$ cat config.mk
export PLATFORM = sky130hd
export DESIGN_NAME = sc_frog_ctrl_fsm
export DESIGN_NICKNAME = d
export VERILOG_FILES = /design/src/rtl/sc_frog_pkg.sv /design/src/rtl/sc_edge_detect_low.sv /design/src/rtl/sc_frog_ctrl_fsm.sv
export SDC_FILE = /design/constraint.sdc
export NUM_CORES = 1
export LEC_CHECK = 0
export ABC_CLOCK_PERIOD_IN_PS = 1950
export BUFFER_PORTS_ARGS = -buffer_cell sky130_fd_sc_hd__clkbuf_2
export CORE_AREA = 2 2 86 88
export CTS_CLUSTER_SIZE = 20
export DETAILED_ROUTE_END_ITERATION = 8
export DIE_AREA = 0 0 88 90
export PLACE_DENSITY = 0.58
export RECOVER_POWER = 100
export REMOVE_ABC_BUFFERS = 1
export SYNTH_ARGS = -nofsm -noshare
export SYNTH_HDL_FRONTEND = slang
export SYNTH_HIERARCHICAL = 1
export SYNTH_SLANG_ARGS = --single-unit
$ cat constraint.sdc
create_clock -name SC_FrogCtrl_CLOCK_50 -period 1.95 [get_ports SC_FrogCtrl_CLOCK_50]
set_clock_uncertainty 0.2 [all_clocks]
set_input_delay 0.195 -clock SC_FrogCtrl_CLOCK_50 [delete_from_list [all_inputs] [get_ports SC_FrogCtrl_CLOCK_50]]
set_output_delay 0.195 -clock SC_FrogCtrl_CLOCK_50 [all_outputs]
set_load 0.01 [all_outputs]
$ cat src/rtl/sc_frog_pkg.sv
// rtl/sc_frog_pkg.sv - shared state encoding, shift codes and helpers for the frog controller
package sc_frog_pkg;

  typedef enum logic [2:0] {
    ST_IDLE     = 3'd0,
    ST_INIT     = 3'd1,
    ST_PLAY     = 3'd2,
    ST_DEAD     = 3'd3,
    ST_NEST     = 3'd4,
    ST_RESPAWN  = 3'd5,
    ST_GAMEOVER = 3'd6
  } state_e;

  localparam logic [1:0] SHIFT_HOLD  = 2'b00;
  localparam logic [1:0] SHIFT_LEFT  = 2'b01;
  localparam logic [1:0] SHIFT_RIGHT = 2'b10;

  function automatic logic [1:0] sat_dec2(input logic [1:0] v);
    return (v == 2'd0) ? 2'd0 : v - 2'd1;
  endfunction

endpackage

$ cat src/rtl/sc_edge_detect_low.sv
// rtl/sc_edge_detect_low.sv - one-cycle press pulse on a 1->0 transition of an active-low button
module sc_edge_detect_low
  import sc_frog_pkg::*;
(
  input  logic clk_i,
  input  logic rst_ni,
  input  logic btn_ni,
  output logic press_o
);

  logic btn_q;

  // Idle level is high so a clean reset never manufactures a press.
  always_ff @(posedge clk_i or negedge rst_ni) begin
    if (!rst_ni) btn_q <= 1'b1;
    else         btn_q <= btn_ni;
  end

  assign press_o = btn_q & ~btn_ni;

endmodule

$ cat src/rtl/sc_frog_ctrl_fsm.sv
// rtl/sc_frog_ctrl_fsm.sv - game controller issuing single-cycle commands to the frog register
module sc_frog_ctrl_fsm
  import sc_frog_pkg::*;
#(
  parameter int unsigned       COL_W       = 3,
  parameter int unsigned       ROW_W       = 4,
  parameter logic [ROW_W-1:0]  ROW_TOP     = 4'd11,
  parameter logic [COL_W-1:0]  COL_INIT    = 3'd3,
  parameter logic [1:0]        LIVES_INIT  = 2'd3,
  parameter logic [2:0]        NESTS_TOTAL = 3'd5,
  parameter logic [7:0]        HOLD_CYCLES = 8'd50
) (
  input  logic             SC_FrogCtrl_CLOCK_50,
  input  logic             SC_FrogCtrl_RESET_InLow,
  input  logic             SC_FrogCtrl_start_InLow,
  input  logic             SC_FrogCtrl_left_InLow,
  input  logic             SC_FrogCtrl_right_InLow,
  input  logic             SC_FrogCtrl_up_InLow,
  input  logic             SC_FrogCtrl_down_InLow,
  input  logic             SC_FrogCtrl_collision_InLow,
  input  logic             SC_FrogCtrl_nest_InLow,
  output logic             SC_FrogCtrl_clear_OutLow,
  output logic             SC_FrogCtrl_load0_OutLow,
  output logic             SC_FrogCtrl_load1_OutLow,
  output logic [1:0]       SC_FrogCtrl_shiftselection_Out,
  output logic [ROW_W-1:0] SC_FrogCtrl_row_OutBUS,
  output logic [COL_W-1:0] SC_FrogCtrl_col_OutBUS,
  output logic [1:0]       SC_FrogCtrl_lives_OutBUS,
  output logic [2:0]       SC_FrogCtrl_nests_OutBUS,
  output logic             SC_FrogCtrl_gameover_OutHigh,
  output logic             SC_FrogCtrl_win_OutHigh
);

  localparam logic [COL_W-1:0] COL_MAX = {COL_W{1'b1}};

  logic clk, rst_n;
  assign clk   = SC_FrogCtrl_CLOCK_50;
  assign rst_n = SC_FrogCtrl_RESET_InLow;

  logic start_p, left_p, right_p, up_p, down_p;

  sc_edge_detect_low u_ed_start (.clk_i(clk), .rst_ni(rst_n), .btn_ni(SC_FrogCtrl_start_InLow), .press_o(start_p));
  sc_edge_detect_low u_ed_left  (.clk_i(clk), .rst_ni(rst_n), .btn_ni(SC_FrogCtrl_left_InLow),  .press_o(left_p));
  sc_edge_detect_low u_ed_right (.clk_i(clk), .rst_ni(rst_n), .btn_ni(SC_FrogCtrl_right_InLow), .press_o(right_p));
  sc_edge_detect_low u_ed_up    (.clk_i(clk), .rst_ni(rst_n), .btn_ni(SC_FrogCtrl_up_InLow),    .press_o(up_p));
  sc_edge_detect_low u_ed_down  (.clk_i(clk), .rst_ni(rst_n), .btn_ni(SC_FrogCtrl_down_InLow),  .press_o(down_p));

  state_e           state_q, state_d;
  logic [ROW_W-1:0] row_q, row_d;
  logic [COL_W-1:0] col_q, col_d;
  logic [1:0]       lives_q, lives_d;
  logic [2:0]       nests_q, nests_d;
  logic [7:0]       hold_q, hold_d;
  logic             clear_q, clear_d, load0_q, load0_d, load1_q, load1_d;
  logic [1:0]       shift_q, shift_d;
  logic             gameover_q, gameover_d, win_q, win_d;

  always_comb begin
    state_d    = state_q;
    row_d      = row_q;
    col_d      = col_q;
    lives_d    = lives_q;
    nests_d    = nests_q;
    hold_d     = hold_q;
    clear_d    = 1'b1;
    load0_d    = 1'b1;
    load1_d    = 1'b1;
    shift_d    = SHIFT_HOLD;
    gameover_d = gameover_q;
    win_d      = win_q;

    case (state_q)
      ST_IDLE, ST_GAMEOVER: begin
        if (start_p) begin
          state_d    = ST_INIT;
          clear_d    = 1'b0;
          lives_d    = LIVES_INIT;
          nests_d    = 3'd0;
          row_d      = '0;
          col_d      = COL_INIT;
          gameover_d = 1'b0;
          win_d      = 1'b0;
        end
      end
      ST_INIT, ST_RESPAWN: state_d = ST_PLAY;
      ST_PLAY: begin
        // Only the highest-priority event or press is served; the rest are dropped.
        if (!SC_FrogCtrl_collision_InLow) begin
          state_d = ST_DEAD;
          lives_d = sat_dec2(lives_q);
          hold_d  = 8'd0;
        end else if (!SC_FrogCtrl_nest_InLow) begin
          state_d = ST_NEST;
          nests_d = (nests_q < NESTS_TOTAL) ? nests_q + 3'd1 : nests_q;
          hold_d  = 8'd0;
        end else if (up_p) begin
          if (row_q < ROW_TOP) begin
            load0_d = 1'b0;
            row_d   = row_q + 1'b1;
          end
        end else if (down_p) begin
          if (row_q != '0) begin
            load1_d = 1'b0;
            row_d   = row_q - 1'b1;
          end
        end else if (left_p) begin
          if (col_q != COL_MAX) begin
            shift_d = SHIFT_LEFT;
            col_d   = col_q + 1'b1;
          end
        end else if (right_p) begin
          if (col_q != '0) begin
            shift_d = SHIFT_RIGHT;
            col_d   = col_q - 1'b1;
          end
        end
      end
      ST_DEAD, ST_NEST: begin
        if (hold_q == HOLD_CYCLES - 8'd1) begin
          if (state_q == ST_DEAD && lives_q == 2'd0) begin
            state_d    = ST_GAMEOVER;
            gameover_d = 1'b1;
          end else if (state_q == ST_NEST && nests_q == NESTS_TOTAL) begin
            state_d    = ST_GAMEOVER;
            gameover_d = 1'b1;
            win_d      = 1'b1;
          end else begin
            state_d = ST_RESPAWN;
            clear_d = 1'b0;
            row_d   = '0;
            col_d   = COL_INIT;
          end
        end else begin
          hold_d = hold_q + 8'd1;
        end
      end
      default: state_d = ST_IDLE;
    endcase
  end

  always_ff @(posedge clk or negedge rst_n) begin
    if (!rst_n) begin
      state_q    <= ST_IDLE;
      row_q      <= '0;
      col_q      <= COL_INIT;
      lives_q    <= 2'd0;
      nests_q    <= 3'd0;
      hold_q     <= 8'd0;
      clear_q    <= 1'b1;
      load0_q    <= 1'b1;
      load1_q    <= 1'b1;
      shift_q    <= SHIFT_HOLD;
      gameover_q <= 1'b0;
      win_q      <= 1'b0;
    end else begin
      state_q    <= state_d;
      row_q      <= row_d;
      col_q      <= col_d;
      lives_q    <= lives_d;
      nests_q    <= nests_d;
      hold_q     <= hold_d;
      clear_q    <= clear_d;
      load0_q    <= load0_d;
      load1_q    <= load1_d;
      shift_q    <= shift_d;
      gameover_q <= gameover_d;
      win_q      <= win_d;
    end
  end

  assign SC_FrogCtrl_clear_OutLow       = clear_q;
  assign SC_FrogCtrl_load0_OutLow       = load0_q;
  assign SC_FrogCtrl_load1_OutLow       = load1_q;
  assign SC_FrogCtrl_shiftselection_Out = shift_q;
  assign SC_FrogCtrl_row_OutBUS         = row_q;
  assign SC_FrogCtrl_col_OutBUS         = col_q;
  assign SC_FrogCtrl_lives_OutBUS       = lives_q;
  assign SC_FrogCtrl_nests_OutBUS       = nests_q;
  assign SC_FrogCtrl_gameover_OutHigh   = gameover_q;
  assign SC_FrogCtrl_win_OutHigh        = win_q;

endmodule

==> impl.org, run 1 <==
** Synth
- Sequential fraction of the synthesis area :: 43.8%
- In the post-synthesis netlist, the biggest area contributors are dfrtp_1 (31%), dfstp_2 (13%), nor2b_4 (4.1%).
- By count the netlist is led by dfrtp_1 (25), nand2_1 (19), nor2_1 (19), a21oi_1 (12), inv_1 (11).
- Counting flops with a built-in enable in the synthesized netlist gives 0.
- After synthesis the cells add up to 0.00203 mm2.
- The synthesized design devotes to its leading area cell type 30.8% of total area.
- Unique cell type count in the Yosys netlist :: 54
- By instance count, the leading cell after synthesis is dfrtp_1.
- Mean area per synthesized cell :: 10.2 um2
- Post-synthesis cell count :: 199
- Dominant cell type by area after synthesis :: dfrtp_1
- Synth async-reset ratio :: 100%
- Warning count from the yosys run :: 6
- Counting flops and latches in the post-synthesis netlist gives 35.
- Post-synth top flop :: dfrtp_1

** Timing
- Setup repair after global routing could not meet its margin everywhere.
- Subtracting the final worst setup slack from the clock period gives 2080 ps.
- In the post-route analysis, the smallest setup slack over all paths is -135 ps.
- Of the available clock period, the critical path in the final layout requires 107%.
- The final-report hold violation count is 0.
- The worst pin sits at a relative slew slack of 43.6%.
- Peak clock frequency supported by timing :: 480 MHz
- The number of pins exceeding their max-slew limit in the final report was 0.
- Worst Tran Pin Value :: 846 ps
- Setup violations remaining at the end of the flow were counted as 7.

** Layout
- Layout overhead on the synthesized area :: 44.3%
- Share of final-layout standard cells stronger than drive strength 1 :: 40.1%
- Total Nets Final :: 305
- The filler cells instantiated in the layout total 700.
- Antenna diode count :: 0

** Worst setup path
- Cells on worst reg2reg path :: 7
- Worst-path cell chain :: inv_1 -> ha_1 -> nand4b_1 -> nor4_4 -> o21ai_2 -> or3_4 -> mux2_4
- Critical register-to-register path startpoint :: hold_q[1]
- Crit path launch type :: register
- Count of cell instances traversed by the critical path :: 7
- Critical path buffer and inverter count :: 1
- Critical path class :: reg -> reg
- Kind of end point of the critical path :: register
- Crit path to :: SC_FrogCtrl_row_OutBUS[2]
- Minimum setup slack among reg-to-reg paths :: -130 ps
- For the worst setup path, the data arrival time is 2060 ps.
- Slowest-stage cell, CP :: or3_4
- Worst reg2reg path endpoint :: SC_FrogCtrl_row_OutBUS[2]
- CP top delay family :: simple AND/OR/NAND/NOR gates
- Critical Path Source :: hold_q[1]
- Max Fanout on Critical Path :: 4
- At the worst endpoint, the required time is 1930 ps.
- For this run, the slowest stage of the critical path takes 430 ps.

** Drt
- Summed over all nets, wire length on met3 after detailed routing comes to 165 um.
- Post-DR vias/cell :: 4.61
- Detailed-route via count :: 1788
- Number of remaining DRC errors :: 0
- DRT met1 WL :: 2190 um
- In the final routed layout, each cell accounts on average for 12.8 um.
- The pre-antenna-repair detailed-routing pass consisted of 4 iterations.
- Top layer reached by signal wires :: met4
- After detailed routing, the total wire length is 4960 um.
- Initial drt markers :: 58
- Detail Route met2 WL :: 2560 um
- Number of nets still failing antenna checks after routing :: 0

** Clock tree
- Clock Latency Late Sink :: 290 ps
- TritonCTS built the clock tree.
- For this design, the sink count on the clock tree is 35.
- The clock passes through at most 2 buffers.
- CTS clk-pin slew, worst paths :: 70 ps
- The tree is rooted in a clkbuf_8.
- Maximum level of the CTS H-tree :: 2
- Inserted Clock Buffers :: 5

** Outcome
- The checks that failed: setup timing.
- Outcome :: finished with violations

** Min path
- Worst Hold Class :: in -> reg
- The worst hold path was traced through 4 stages.

** Floorplan
- The die is 88 um wide.
- Y dimension of the die :: 90 um
- Die Footprint :: 0.00792 mm2
- Once the floorplan was initialized, standard cells occupied 28.9% of the core.
- Ports :: 28
- The floorplan has 31 rows.
- The region available for standard cell placement spans 0.00702 mm2.

** GRT
- Overall Global Routing Usage :: 13.8%
- Initial antenna violation count :: 0
- The first global-routing pass estimated 8600 um of wire.
- Entering global routing, the biggest net connects 21 pins.
- Summed over all layers, the global routing overflow is 0.
- The via count of the first global-routing pass came to 1816.

** Power and ir drop
- Dividing total power by cell area gives a power density of 1350 mW/mm2.
- Worst vdd ir :: 0.550 mV
- Sequential cells account for 26.5% of the total power.
- The analysis attributes to net switching a power of 1.56 mW.
- Net switching is 39.6% of the power.
- Per report_power, the combinational group accounts for 58.8% of the total.
- Of the total power, the clock network draws 14.7%.
- The internal portion of the total power is 2.39 mW.
- Power, Total :: 3.95 mW
- Leakage power :: 1.29 nW

** Place
- Final Wtd Congestion :: 0.854
- Port buffering added 27 buffers.
- The wire-length estimate of the detail-placed layout is 3680 um.
- Place WS :: -272 ps

** Run
- Max-cap violations :: 0
## flip-flops by register name, summed over array words and instances, names as in the netlist
signal / count
SC_FrogCtrl_row_OutBUS: 4
u_ed_right/btn_q: 1
SC_FrogCtrl_win_OutHigh: 1
u_ed_up/btn_q: 1
SC_FrogCtrl_load0_OutLow: 1
state_q: 3
u_ed_left/btn_q: 1
SC_FrogCtrl_load1_OutLow: 1
SC_FrogCtrl_lives_OutBUS: 2
SC_FrogCtrl_clear_OutLow: 1
u_ed_down/btn_q: 1
u_ed_start/btn_q: 1
SC_FrogCtrl_nests_OutBUS: 3
SC_FrogCtrl_shiftselection_Out: 2
SC_FrogCtrl_gameover_OutHigh: 1
hold_q: 8
SC_FrogCtrl_col_OutBUS: 3
## layout by cell type, fill, tap and decap left out, drive strengths merged, types with 7 or more instances in the layout
cell type	count
nor2	19
dfrtp	25
nand2	19
a21oi	12
inv	11
xor2	7
buf	50
o21ai	8
dfstp	10
nor2b	7
clkbuf	40
## per-layer routing
metal / global-route usage [%] / vias to the layer above
li1: - / 887
met1: 17.4 / 872
met2: 23.5 / 24
met3: 3.03 / 5
met4: 3.46 / 0
met5: 0 / -
## kinds of logic (layout without fill, tap and decap cells)
kind of cell	after synthesis	count (layout)	synth area share, %
xor gates and xnor gates	9	9	3.89
buffers and inverters	17	107	4.01
DFF	35	35	43.8
muxes	7	7	4.01
and+or+nand+nor	77	77	23.0
AOI/OAI and AO/OA	46	46	15.6
adders and majority gates	8	8	5.68
## how the worst min path moves through the flow
stage | startpoint | to | slack, ps
finish | SC_FrogCtrl_collision_InLow | SC_FrogCtrl_load1_OutLow | 50
global route | SC_FrogCtrl_collision_InLow | SC_FrogCtrl_load1_OutLow | 80
CTS | SC_FrogCtrl_collision_InLow | SC_FrogCtrl_load1_OutLow | 60
detailed placement | SC_FrogCtrl_RESET_InLow | hold_q[5] | -40
global placement | SC_FrogCtrl_RESET_InLow | hold_q[5] | -40
floorplan | SC_FrogCtrl_RESET_InLow | SC_FrogCtrl_col_OutBUS[2] | -300
## final cells by class
| type | instances | area, um2 | area share (%) |
|---|---|---|---|
| clock buffer | 8 | 100 | 3.42 |
| inverter | 11 | 43.8 | 1.50 |
| multi-input combinational | 147 | 1200 | 40.9 |
| sequential | 35 | 890 | 30.4 |
| tap | 99 | 124 | 4.23 |
| timing repair buffer | 88 | 572 | 19.5 |
## stage by stage
step	util [%]	TNS, ps	instances	hold slack [ps]	instance area (um2)
6_report	41.7	-653	388	54.7	2930
4_1_cts	41.3	-448	386	64.9	2900
3_3_place_gp	37.6	-734	370	-42.1	2640
2_1_floorplan	-	-727	193	-301	1990
5_1_grt	41.7	-2250	388	80.4	2930
3_5_place_dp	37.6	-1080	370	-39.6	2640
## power groups by stage
stage,registers (mW),clock network (mW),logic [mW]
2_1_floorplan,1.19,0,0.977
3_3_place_gp,1.06,0,2.06
3_5_place_dp,1.06,0,2.09
4_1_cts,1.05,0.602,2.26
5_1_grt,1.08,0.629,2.57
6_report,1.05,0.580,2.32
## tightest hold or removal path, cell delays in order
cell      delay (ps)
clkbuf_2          90
nand2_1          100
nor2_1            70
nand2_1           60
## repair_timing
| action | CTS | global route |
|---|---|---|
| setup endpoints to repair | 8 | 22 |
| hold buffers | 6 | 0 |
| pin swaps | 8 | 8 |
| gates resized for setup | 18 | 18 |
| buffers inserted | 2 | 3 |
| hold endpoints to repair | 31 | 0 |
Note: power is estimated with default switching activity, not from simulation.
==> run 2: changes to the inputs <==
--- a/config.mk
+++ b/config.mk
@@ -7,11 +7,13 @@
 export LEC_CHECK = 0
 export ABC_CLOCK_PERIOD_IN_PS = 1950
 export BUFFER_PORTS_ARGS = -buffer_cell sky130_fd_sc_hd__clkbuf_2
+export CELL_PAD_IN_SITES_DETAIL_PLACEMENT = 1
+export CELL_PAD_IN_SITES_GLOBAL_PLACEMENT = 2
 export CORE_AREA = 2 2 86 88
 export CTS_CLUSTER_SIZE = 20
 export DETAILED_ROUTE_END_ITERATION = 8
 export DIE_AREA = 0 0 88 90
-export PLACE_DENSITY = 0.58
+export PLACE_DENSITY = 0.78
 export RECOVER_POWER = 100
 export REMOVE_ABC_BUFFERS = 1
 export SYNTH_ARGS = -nofsm -noshare
==> constraint.sdc (replaced) <==
create_clock -name SC_FrogCtrl_CLOCK_50 -period 1.95 [get_ports SC_FrogCtrl_CLOCK_50]
set_clock_uncertainty 0.2 [all_clocks]
set_input_delay 0.39 -clock SC_FrogCtrl_CLOCK_50 [delete_from_list [all_inputs] [get_ports SC_FrogCtrl_CLOCK_50]]
set_output_delay 0.39 -clock SC_FrogCtrl_CLOCK_50 [all_outputs]
set_load 0.01 [all_outputs]
==> impl.org, run 2 (synthesis gave the netlist of run 1 again) <==
** Clock tree
- Inserted Clock Buffers :: 5
- Maximum level of the CTS H-tree :: 2
- Clock latency on the worst-skew pair, taken at its later pin, is 290 ps.
- The tree is rooted in a clkbuf_8.
- No sink is reached through more buffers than the 2 on the longest clock path.
- TritonCTS clock tree :: yes
- CTS sink cnt :: 35
- After clock tree synthesis, the clock-pin slew on the worst setup and hold paths is 70 ps.

** Floorplan
- Number of standard-cell rows in the floorplan :: 31
- Effective utilization at floorplan :: 28.9%
- Y dimension of the die :: 90 um
- Die Footprint :: 0.00792 mm2
- Core area :: 0.00702 mm2
- In this run the count of I/O pins placed on the die edge is 28.
- The die is 88 um wide.

** Outcome
- Violated checks :: setup timing
- Outcome :: finished with violations

** Drt
- Detail-routed net length per standard cell :: 14.6 um
- Routed wire length :: 5770 um
- Number of remaining DRC errors :: 0
- For this block, the via count after detailed routing is 1866.
- Initial drt markers :: 35
- Number of nets still failing antenna checks after routing :: 0
- Using the TritonRoute via totals, the vias-per-cell ratio works out to 4.72.
- The first detailed-routing pass took 4 iterations.

** Worst setup path
- Tracing the worst setup path back leads to its startpoint at hold_q[1].
- Measured in cells, the most critical reg-to-reg path has a length of 7.
- Data arrival time of the critical path :: 2080 ps
- The worst setup path is of the reg -> reg kind.
- Worst reg2reg path endpoint :: SC_FrogCtrl_row_OutBUS[1]
- STA classifies the critical path startpoint as a register.
- The worst register-to-register path begins at hold_q[1].
- Of all nets on the critical path, the largest fanout is 4.
- For the worst setup path, the data required time is 1920 ps.
- Kind of end point of the critical path :: register
- Minimum setup slack among reg-to-reg paths :: -150 ps

** Timing
- Hold Vio Cnt, Final :: 0
- Setup repair after global routing could not meet its margin everywhere.
- Period utilisation layout :: 108%
- Worst Tran Pin Value :: 889 ps
- Adding up every negative setup slack in the final design gives -647 ps.
- Measured against its own limit, the worst slew margin works out to 40.8%.
- The worst path in the final design needs a cycle of 2100 ps, including I/O delays and setup.
- Final number of max-transition violations :: 0
- Final Setup Violations :: 9
- Post-route worst setup slack :: -154 ps
- Across all hold checks on the routed design, the worst slack comes to 23.5 ps.
- Peak clock frequency supported by timing :: 475 MHz

** GRT
- Overflow left after global routing :: 0
- The first global-routing pass estimated 9530 um of wire.
- Largest net degree at the start of global routing :: 22
- The number of antenna violations at the first check in global routing is 0.
- Via count of the first global-routing pass :: 2063
- Overall Global Routing Usage :: 15.3%

** Layout
- 0 antenna diodes ended up in the layout.
- Summing all multi-input logic gate instances after layout gives 0.00118 mm2.
- Relative to the synthesized area, the layout overhead comes to 44.3%.
- Most common library cell in the layout ignoring fill and taps :: buf_4
- Commonest cells after routing, fill and taps aside :: buf_4 (57), clkbuf_1 (28), dfrtp_1 (23), nand2_1 (19), nor2_1 (18)
- Register name with the most flops :: hold_q
- Share of final-layout standard cells stronger than drive strength 1 :: 41.2%
- The sequential cells in the finished layout cover a total of 891 um2.
- The register with the most flip-flops in the layout has 8 of them.
- Fill cells in the final layout number 834.
- After the last flow step, the layout net total stands at 312.
- Number of non-filler instances in the completed layout :: 395

** Run
- Max-cap violations :: 0

** Min path
- Worst hold stages :: 1
- Worst-case hold path end point :: u_ed_start/btn_q
- Start point of the worst min-delay path :: SC_FrogCtrl_start_InLow
- The min-delay analysis places its worst path in the category in -> reg.

** Power and ir drop
- Worst vdd ir :: 0.495 mV
- Power, Total :: 4.03 mW
- Power per cell area :: 1380 mW/mm2
- Leakage power :: 1.31 nW

** Place
- After legalization and detailed placement, the total HPWL measured 4260 um.
- Input and output buffers added on the ports amount to 27.
- After detailed placement, the design holds a cell count of 379.
- OpenSTA, run right after detailed placement, puts the worst setup slack at -293 ps.
- Routability-driven placement finished with a final weighted congestion of 0.803.
[run 2: how the worst max path moves through the flow]
stage | end | slack, ps | cells after the start
2_1_floorplan | SC_FrogCtrl_row_OutBUS[1] | -230 | 5
3_3_place_gp | SC_FrogCtrl_row_OutBUS[3] | -210 | 8
3_5_place_dp | SC_FrogCtrl_row_OutBUS[3] | -290 | 8
4_1_cts | SC_FrogCtrl_row_OutBUS[1] | -190 | 7
5_1_grt | SC_FrogCtrl_row_OutBUS[1] | -250 | 7
6_report | SC_FrogCtrl_row_OutBUS[1] | -150 | 7
[run 2: through the flow]
step / utilization (%) / area (um2)
final: 41.7 / 2930
after global routing: 41.7 / 2930
after CTS: 41.3 / 2900
after detailed placement: 38.6 / 2710
after global placement: 38.6 / 2710
after floorplan: - / 1990
[run 2: timing repair]
| action | in CTS | in global routing |
|---|---|---|
| endpoints found under the setup margin | 15 | 21 |
| hold buffers | 1 | 0 |
| endpoints found under the hold margin | 12 | 0 |
| pin swaps | 4 | 7 |
| buffers inserted | 4 | 4 |
| gates cloned | 0 | 0 |
| gates resized for setup | 19 | 16 |
[run 2: final cells by class]
| class | instances | share of cell area (%) |
|---|---|---|
| Multi-Input combinational cell | 147 | 40.4 |
| Sequential cell | 35 | 30.4 |
| Timing Repair Buffer | 95 | 20.8 |
| Tap cell | 99 | 4.23 |
| Clock buffer | 7 | 2.61 |
| Inverter | 11 | 1.41 |
| Clock inverter | 1 | 0.171 |
[run 2: critical path, stage by stage (launching register included)]
cell and delay (ps):
dfrtp_1 380, inv_1 60, ha_1 140, nand4b_1 160, nor4_4 230, o21ai_2 90, or3_4 430, mux2_4 310
[run 2: where the power goes]
part           leakage, nW  internal (mW)  switching [mW]
sequential           0.433          0.918           0.141
clock               0.0422          0.251           0.268
combinational        0.839           1.23            1.22
[run 2: per-layer routing]
| layer | vias up | global-route usage [%] | wire length, um |
|---|---|---|---|
| met5 | - | 0 | 0 |
| met1 | 935 | 18.0 | 2440 |
| met3 | 7 | 3.49 | 174 |
| li1 | 900 | - | - |
| met4 | 0 | 3.59 | 62 |
| met2 | 24 | 27.5 | 3090 |
==> run 3: changes to the inputs <==
--- a/config.mk
+++ b/config.mk
@@ -5,15 +5,16 @@
 export SDC_FILE = /design/constraint.sdc
 export NUM_CORES = 1
 export LEC_CHECK = 0
-export ABC_CLOCK_PERIOD_IN_PS = 1950
+export ABC_CLOCK_PERIOD_IN_PS = 2580
 export BUFFER_PORTS_ARGS = -buffer_cell sky130_fd_sc_hd__clkbuf_2
 export CELL_PAD_IN_SITES_DETAIL_PLACEMENT = 1
 export CELL_PAD_IN_SITES_GLOBAL_PLACEMENT = 2
-export CORE_AREA = 2 2 86 88
+export CORE_AREA = 4 4 88 90
 export CTS_CLUSTER_SIZE = 20
 export DETAILED_ROUTE_END_ITERATION = 8
-export DIE_AREA = 0 0 88 90
-export PLACE_DENSITY = 0.78
+export DIE_AREA = 0 0 92 94
+export MAX_ROUTING_LAYER = met4
+export PLACE_DENSITY = 0.75
 export RECOVER_POWER = 100
 export REMOVE_ABC_BUFFERS = 1
 export SYNTH_ARGS = -nofsm -noshare
==> constraint.sdc (replaced) <==
create_clock -name SC_FrogCtrl_CLOCK_50 -period 2.58 [get_ports SC_FrogCtrl_CLOCK_50]
set_clock_uncertainty 0.2 [all_clocks]
set_input_delay 0.516 -clock SC_FrogCtrl_CLOCK_50 [delete_from_list [all_inputs] [get_ports SC_FrogCtrl_CLOCK_50]]
set_output_delay 0.516 -clock SC_FrogCtrl_CLOCK_50 [all_outputs]
set_load 0.01 [all_outputs]
==> impl.org, run 3 (synthesis gave the netlist of run 1 again) <==
** Floorplan
- Die Footprint :: 0.00865 mm2
- Core area :: 0.00706 mm2
- From bottom edge to top edge, the die measures 94 um.
- Effective utilization at floorplan :: 28.7%
- Die Span X :: 92 um
- Number of standard-cell rows in the floorplan :: 31
- 28 I/O pins were placed.

** Worst setup path
- Count of cell instances traversed by the critical path :: 5
- Data on the critical path arrives at its endpoint at 2340 ps.
- Critical path class :: reg -> reg
- Critical path buffer and inverter count :: 0
- Crit path launch type :: register
- Slowest-stage cell, CP :: or4_1
- Cells on worst reg2reg path :: 5
- The signal on the critical path passes through or4_1 -> and3_1 -> nor3_1 -> or3_1 -> mux2_1.
- At the worst endpoint, the required time is 2540 ps.
- Broken down by cell family, the worst path's largest delay share belongs to simple AND/OR/NAND/NOR gates.
- Max stage delay on crit path :: 520 ps
- In this run the worst path has a maximum fanout of 6.
- Kind of end point of the critical path :: register

** Timing
- Peak clock frequency supported by timing :: 420 MHz
- Headroom to the max-slew limit came out at 42.9%.
- Worst Tran Pin Value :: 857 ps
- Hold timing on the final database bottoms out at a slack of 150 ps.
- Setup repair after global routing left no endpoint under its margin.
- The worst path uses 92.2% of the clock period.
- Post-route worst setup slack :: 202 ps
- Setup TNS :: 0 ps
- The number of pins exceeding their max-slew limit in the final report is 0.
- Hold Vio Cnt, Final :: 0
- Final Setup Violations :: 0
- Final period demand of the worst path :: 2380 ps

** Clock tree
- Clock tree synthesis selected as its root buffer the cell clkbuf_8.
- The H-tree was split into 2 levels.
- In this run the deepest clock path goes through 2 buffers.
- At the later pin of the worst-skew pair, clock insertion delay measures 290 ps.
- After clock tree synthesis, the clock-pin slew on the worst setup and hold paths is 80 ps.
- Inserted Clock Buffers :: 5
- For this design, the sink count on the clock tree is 35.
- TritonCTS built the clock tree.

** GRT
- The total overflow left after global routing is 0.
- The first global-routing pass estimated 8610 um of wire.
- Across every metal layer, demand over resource in global routing totals 13.0%.
- Initial antenna violation count :: 0
- Via count of the first global-routing pass :: 1753
- Largest net degree at the start of global routing :: 22

** Layout
- The filler cells instantiated in the layout total 860.
- After routing the design area is 0.00236 mm2.
- Layout overhead on the synthesized area :: 16.3%
- For this run, the share of the core covered by cells in the final layout is 33.4%.
- 0 antenna diodes ended up in the layout.
- Summing all multi-input logic gate instances after layout gives 0.00105 mm2.
- In the final layout, flip-flops and latches occupy 888 um2.
- The post-route netlist has 15.8% of its cells at a drive strength greater than 1.
- The finished layout holds 339 standard cells, fillers aside.
- The register with the most flip-flops in the layout has 8 of them.
- Commonest cells after routing, fill and taps aside :: clkbuf_1 (30), dfrtp_1 (25), nor2_1 (19), nand2_1 (19), a21oi_1 (12)
- Register name with the most flops :: hold_q
- For this run, the post-layout net count is 256.
- The library cell used most frequently in the layout, excluding fill and tap cells, is clkbuf_1.

** Place
- Summing all placed instances gives a cell area of 0.00233 mm2.
- Place WS :: 172 ps
- Port buffering added 27 buffers.
- The congestion estimate from routability-driven global placement came to 0.845.
- Detailed Place HPWL :: 3850 um
- Number of cells in the design after placement :: 330

** Drt
- WL met3 :: 166 um
- DRT met1 WL :: 2340 um
- Summing over every cut layer, the via total after detailed routing is 1610.
- Initial drt markers :: 64
- Routed wire length :: 5020 um
- Number of nets still failing antenna checks after routing :: 0
- Detail-routed net length per standard cell :: 14.8 um
- Post-DR vias/cell :: 4.75
- The first detailed-routing pass took 4 iterations.
- The highest metal layer carrying signal wires in the routed design is met4.
- Number of remaining DRC errors :: 0
- Detail Route met2 WL :: 2470 um

** Min path
- Worst hold stages :: 1
- In this run the worst hold path is classified as in -> reg.

** Power and ir drop
- The design draws 2.39 mW.
- Leakage power :: 1.01 nW
- In this run the power density over the cells is 1020 mW/mm2.
- VDD sags by at most 0.292 mV.

** Outcome
- Outcome :: finished, final reports clean

** Run
- The tool flagged a number of max-cap violations equal to 0.
run 3: cell count changes in the layout (fill, tap and decap cells not counted), sizes merged:
cell  delta
buf     -56
run 3: path summary, 6_finish.rpt:
check | start | to | slack (ps)
min | SC_FrogCtrl_down_InLow | u_ed_down/btn_q | 150
max | SC_FrogCtrl_row_OutBUS[1] | SC_FrogCtrl_row_OutBUS[2] | 200
min reg2reg | SC_FrogCtrl_gameover_OutHigh | SC_FrogCtrl_gameover_OutHigh | 310
max in group asynchronous | SC_FrogCtrl_RESET_InLow | u_ed_left/btn_q | 500
min in group asynchronous | SC_FrogCtrl_RESET_InLow | SC_FrogCtrl_nests_OutBUS[0] | 650
max reg2reg | SC_FrogCtrl_row_OutBUS[1] | SC_FrogCtrl_row_OutBUS[2] | 200
run 3: repair_timing:
item / 4_1_cts / 5_1_grt
endpoints found under the hold margin: 12 / 0
setup buffers: 0 / 0
hold buffers: 1 / 0
resized for setup: 0 / 0
run 3: routing by layer:
metal,vias to the layer above,global-route usage (%)
met1,788,16.0
met5,-,-
li1,789,-
met4,0,4.33
met3,7,2.72
met2,26,21.4
run 3: layout make-up:
| cell class | count | area share [%] |
|---|---|---|
| flip-flops and latches | 35 | 37.7 |
| clock buffers | 7 | 3.24 |
| clock inverters | 1 | 0.212 |
| multi-input cells | 147 | 44.4 |
| well taps | 99 | 5.25 |
| repair buffers | 39 | 7.53 |
| inverters | 11 | 1.75 |
run 3: power breakdown:
group / internal [mW] / total (mW) / leakage (nW) / switching, mW
combinational: 0.477 / 1.10 / 0.530 / 0.627
sequential: 0.689 / 0.902 / 0.434 / 0.213
clock: 0.190 / 0.389 / 0.0422 / 0.199
